## src/rtl/branch_redirect_ctrl.sv

```systemverilog
// branch_redirect_ctrl: evaluates B/BL, redirects fetch, writes LR and flushes the pipeline.
module branch_redirect_ctrl #(
    parameter logic [31:0] PC_OFFSET    = 32'd8,
    parameter int unsigned FLUSH_CYCLES = 2,
    parameter logic [31:0] LINK_OFFSET  = 32'd4
) (
    input  logic        clk,
    input  logic        rst,
    input  logic        br_valid,
    output logic        br_ready,
    input  logic [3:0]  br_cond,
    input  logic        br_link,
    input  logic [23:0] br_imm24,
    input  logic [31:0] br_pc,
    input  logic [3:0]  flags_nzcv,
    output logic        redir_valid,
    input  logic        redir_ready,
    output logic [31:0] redir_target,
    output logic        lr_we,
    output logic [31:0] lr_data,
    output logic        flush,
    output logic        not_taken
);
    typedef enum logic [2:0] {IDLE, EVAL, REDIRECT, LINK, FLUSH} state_t;
    state_t state, state_nx;
    logic [3:0] cond_q, flags_q, cnt, cnt_nx;
    logic [23:0] imm_q;
    logic [31:0] pc_q;
    logic link_q, taken, not_taken_nx, n, z, c, v;
    assign {n, z, c, v} = flags_q;
    always_comb begin
        taken = 1'b0;
        case (cond_q)
            4'h0: taken = z;
            4'h1: taken = !z;
            4'h2: taken = c;
            4'h3: taken = !c;
            4'h4: taken = n;
            4'h5: taken = !n;
            4'h6: taken = v;
            4'h7: taken = !v;
            4'h8: taken = c && !z;
            4'h9: taken = !c || z;
            4'hA: taken = n == v;
            4'hB: taken = n != v;
            4'hC: taken = !z && (n == v);
            4'hD: taken = z || (n != v);
            4'hE: taken = 1'b1;
            default: taken = 1'b0;
        endcase
    end
    always_comb begin
        state_nx = state;
        cnt_nx = cnt;
        not_taken_nx = 1'b0;
        case (state)
            IDLE: if (br_valid && br_ready) state_nx = EVAL;
            EVAL: begin
                state_nx = taken ? REDIRECT : IDLE;
                not_taken_nx = !taken;
            end
            REDIRECT: if (redir_valid && redir_ready) state_nx = link_q ? LINK : FLUSH;
            LINK: state_nx = FLUSH;
            FLUSH: begin
                cnt_nx = cnt - 4'd1;
                if (cnt == 4'd1) state_nx = IDLE;
            end
            default: state_nx = IDLE;
        endcase
        if (state_nx == FLUSH && state != FLUSH) cnt_nx = 4'(FLUSH_CYCLES);
    end
    // Outputs are registered from the next state so they line up with it.
    always_ff @(posedge clk) begin
        if (rst) begin
            state <= IDLE;
            cnt <= 4'd0;
            br_ready <= 1'b0;
            redir_valid <= 1'b0;
            redir_target <= 32'd0;
            lr_we <= 1'b0;
            lr_data <= 32'd0;
            flush <= 1'b0;
            not_taken <= 1'b0;
        end else begin
            state <= state_nx;
            cnt <= cnt_nx;
            br_ready <= state_nx == IDLE && !not_taken_nx;
            redir_valid <= state_nx == REDIRECT;
            lr_we <= state_nx == LINK;
            flush <= state_nx == FLUSH;
            not_taken <= not_taken_nx;
            if (state == EVAL && taken) redir_target <= pc_q + PC_OFFSET + {{6{imm_q[23]}}, imm_q, 2'b00};
            if (state_nx == LINK) lr_data <= pc_q + LINK_OFFSET;
        end
    end
    always_ff @(posedge clk) begin
        if (state == IDLE && br_valid && br_ready) begin
            cond_q <= br_cond;
            link_q <= br_link;
            imm_q <= br_imm24;
            pc_q <= br_pc;
            flags_q <= flags_nzcv;
        end
    end
endmodule

```

## config.mk

```make
export PLATFORM = sky130hd
export DESIGN_NAME = branch_redirect_ctrl
export DESIGN_NICKNAME = d
export VERILOG_FILES = /design/src/rtl/branch_redirect_ctrl.sv
export SDC_FILE = /design/constraint.sdc
export NUM_CORES = 1
export LEC_CHECK = 0
export ABC_CLOCK_PERIOD_IN_PS = 9400
export CORE_ASPECT_RATIO = 1.4
export CORE_UTILIZATION = 30
export CTS_CLUSTER_DIAMETER = 150
export DETAILED_ROUTE_END_ITERATION = 7
export GPL_TIMING_DRIVEN = 0
export PLACE_DENSITY_LB_ADDON = 0.25
export SLEW_MARGIN = 20
export SYNTH_ARGS = -nofsm -noshare
export SYNTH_HDL_FRONTEND = slang
export SYNTH_SLANG_ARGS = --single-unit
export TNS_END_PERCENT = 20
```

## constraint.sdc

```tcl
create_clock -name clk -period 9.4 [get_ports clk]
set_clock_uncertainty 0.2 [all_clocks]
set_input_delay 1.88 -clock clk [delete_from_list [all_inputs] [get_ports clk]]
set_output_delay 1.88 -clock clk [all_outputs]
set_load 0.1 [all_outputs]
```

==> reports/qor.log <==
qor: critical_path.reg2reg_to redir_target[31]
qor: global_route.antenna_violations_before_repair 0
qor: power.power_frac_seq 41.6%
qor: critical_path.critical_path.cell_chain clkdlybuf4s50_1
qor: clock_network.path_clk_slew 60 ps
qor: critical_path.worstSetupEndpoint redir_target[19]
qor: critical_path.worstPathArrival 1980 ps
qor: die.start_util 30.9%
qor: yosys.number_of_warnings_printed_during_yosys_synthesis 0
qor: sta.max-slew-margin-rel 28.0%
qor: yosys.synth_top_area_cell edfxtp_1
qor: global_route.gr-usage-all-layers 16.4%
qor: sta.report.final.setup_viol 0
qor: critical_path.crit-reg2reg-launch pc_q[3]
qor: clock_network.worst_skew_pair_later_pin_latency 430 ps
qor: place.numPortBuffers 137
qor: critical_path.worst-r2r-cell-count 14
qor: yosys.synthCells 711
qor: clock_network.clock_tree.htree_level_count 4
qor: finish.ant_diodes 0
qor: sta.period_share 43.1%
qor: die.die_width 133 um
qor: critical_path.worst-setup-path-type reg2out
qor: finish.layout-drive-gt1-share 8.61%
qor: power.report.power.total 1.65 mW
qor: power.power_density 171 nW/um^2
qor: global_route.grt_pass1_vias 5640
qor: route.drt_iter0_drc 285
qor: hold_path.hold_path_class reg2reg
qor: yosys.post_synth.cell_area_avg 10.2 sq um
qor: yosys.synth_seq_cells 141
qor: die.num_io_pins 138
qor: critical_path.r2r_slack 5900 ps
qor: critical_path.timing.critical_path.buf_inv 1
qor: yosys.synth_top_area_share 27.0%
qor: place.place.detailed.hpwl 15.5 mm
qor: yosys.ys_types 67
qor: yosys.sequential_fraction_of_the_synthesis_area 48.0%
qor: clock_network.cts.hold.buffers_added 0
qor: clock_network.numClockSinks 141
qor: route.detail-route-antenna-nets 0
qor: finish.layout_commonest_cell clkdlybuf4s50_1
qor: clock_network.cts-root-to-sink-buffers 2
qor: clock_network.cts_root_buffer clkbuf_16
qor: sta.worstMarginPinSlew 1080 ps
qor: global_route.globalRouteOverflowTotal 0
qor: power.power_frac_clock 41.4%
qor: critical_path.worstSetupPathDepth 1
qor: power.combPwrFrac 17.1%
qor: critical_path.worst_setup_path_startpoint redir_target[19]
qor: die.core-area 23500 sq um
qor: finish.synthToLayoutAreaGrowth 33.6%
qor: finish.mostFrequentLayoutCells 137 x clkdlybuf4s50_1, 82 x nand2_1, 76 x dfxtp_1
qor: place.globalplace.congestion 0.802
qor: sta.maxSlewViolCount 0
qor: power.static-leakage-power 3.45 nW
qor: yosys.mapped_nets 841
qor: die.floorplan_die_area 24800 sq um
qor: route.wl 19.5 mm
qor: route.drt_pass1_iterations 4
qor: sta.fmaxAchievable 0.247 GHz
qor: critical_path.timing.critical_path.slowest_cell_delay 1200 ps
qor: route.post_drt_via_cell_ratio 4.81
qor: global_route.maximum_number_of_pins_on_one_net_before_global_route_repair 26
qor: power.power_switching 0.453 mW
qor: yosys.yosys_most_used_dff dfxtp_1
qor: power.sw_frac_of_total 27.5%
qor: clock_network.numCtsBuffers 17
qor: critical_path.crit_path_end_kind output pin
qor: clock_network.cts_post_setup_buffers_inserted 0
qor: critical_path.crit_path_top_delay_cell clkdlybuf4s50_1
qor: clock_network.tritoncts done
qor: yosys.postSynth.asyncResetShare 0%
qor: finish.nFillCells 2347
qor: sta.timing_hold_violations_final 0
qor: global_route.grt_pass1_wl 30.1 mm
qor: run.max-cap-violations 0
qor: die.die_y 186 um
qor: route.wire_per_inst 16.4 um
qor: yosys.synth_enable_flop_cells 65
qor: critical_path.critical-path-top-delay-family buffers and inverters
qor: finish.design.final.nets 1000
qor: power.worst_ir_drop_vdd 130 uV
qor: sta.totalNegativeSetupSlack 0 ps
qor: critical_path.crit_required 7320 ps
qor: critical_path.start_kind flip-flop
qor: outcome.status finished clean
qor: yosys.synth_area_leaders edfxtp_1 27%, dfxtp_1 21%, ha_1 10%
qor: clock_network.post_cts.resized_instances 0
qor: sta.worst_hold_slack 250 ps
qor: route.via_count_of_the_routed_design 5715
qor: power.cellInternalPower 1.20 mW
qor: sta.rsz0062_at_grt no
qor: route.detail_route.drc_violations 0
qor: critical_path.crit_fanout 2
qor: sta.final_critical_path_time_including_i_o_delays_and_setup 4060 ps
qor: yosys.syn-cell-area 7240 sq um
qor: die.row_count 66
synth_stat cells, drive strengths merged, types with 8 or more instances:
library cell / instances
dfxtp: 76
nor2: 74
edfxtp: 65
a21oi: 55
buf: 9
xor2: 23
nand2: 83
nand3: 21
and3: 11
xnor2: 27
nand4: 12
a211oi: 34
ha: 60
clkbuf: 16
inv: 14
nor3: 15
a21o: 10
o21ai: 21
o22ai: 8
worst min path at each step:
stage	startpoint	end	slack (ps)	cells past startpoint
6_report	redir_target[14]	redir_target[14]	250	2
5_1_grt	redir_target[3]	redir_target[3]	270	2
4_1_cts	redir_target[14]	redir_target[14]	250	2
3_3_place_gp	redir_target[0]	redir_target[0]	240	2
2_1_floorplan	cnt[3]	cnt[3]	280	2
3_5_place_dp	redir_target[12]	redir_target[12]	250	2
metal layers:
metal / track usage, % / routed length [um] / part of all wire [%] / up-vias
met3: 3.57 / 705 / 3.6 / 24
met5: 0 / 0 / 0 / -
met4: 7.36 / 514 / 2.6 / 0
met2: 31.3 / 10800 / 55 / 95
li1: - / - / - / 2906
met1: 17.0 / 7520 / 39 / 2690
flip-flops by register name (all words and copies together), names as in the netlist:
signal,flops
flags_q,4
imm_q,24
pc_q,32
redir_valid,1
lr_data,32
lr_we,1
br_ready,1
link_q,1
cond_q,4
cnt,4
redir_target,32
flush,1
state,3
not_taken,1
stage by stage:
step | utilization, % | setup WS, ps | instance area [sq um] | std cells
3_3_place_gp | 38.3 | 1360 | 8990 | 1154
2_1_floorplan | - | 3710 | 7240 | 711
3_5_place_dp | 38.7 | 5280 | 9070 | 1157
4_1_cts | 41.2 | 5320 | 9670 | 1189
6_report | 41.2 | 5340 | 9670 | 1189
5_1_grt | 41.2 | 5310 | 9670 | 1189
kinds of logic after synthesis:
family                     count (synthesis)  share of synthesized area [%]
DFF                                      141                           48.0
AOI/OAI and AO/OA                        160                           14.5
xor gates and xnor gates                  50                           6.15
buffers and inverters                     40                           2.92
muxes                                      6                          0.899
adders and majority gates                 61                           10.7
and+or+nand+nor                          253                           16.9
power groups by stage:
stage	sequential [mW]	clock [mW]	combinational, mW
floorplan	0.735	0	0.151
global placement	0.702	0	0.277
detailed placement	0.700	0	0.284
CTS	0.686	0.695	0.285
global route	0.689	0.723	0.309
finish	0.686	0.682	0.282
area by class of cell:
type / instances / area [sq um] / area share [%]
clock buffer: 17 / 425 / 4.40
sequential: 141 / 3470 / 35.9
buffer: 26 / 159 / 1.64
inverter: 14 / 52.6 / 0.543
timing repair buffer: 140 / 1450 / 15.0
multi-input combinational: 530 / 3560 / 36.8
clock inverter: 15 / 173 / 1.79
tap: 306 / 383 / 3.96
Note: power is estimated with default switching activity, not from simulation.
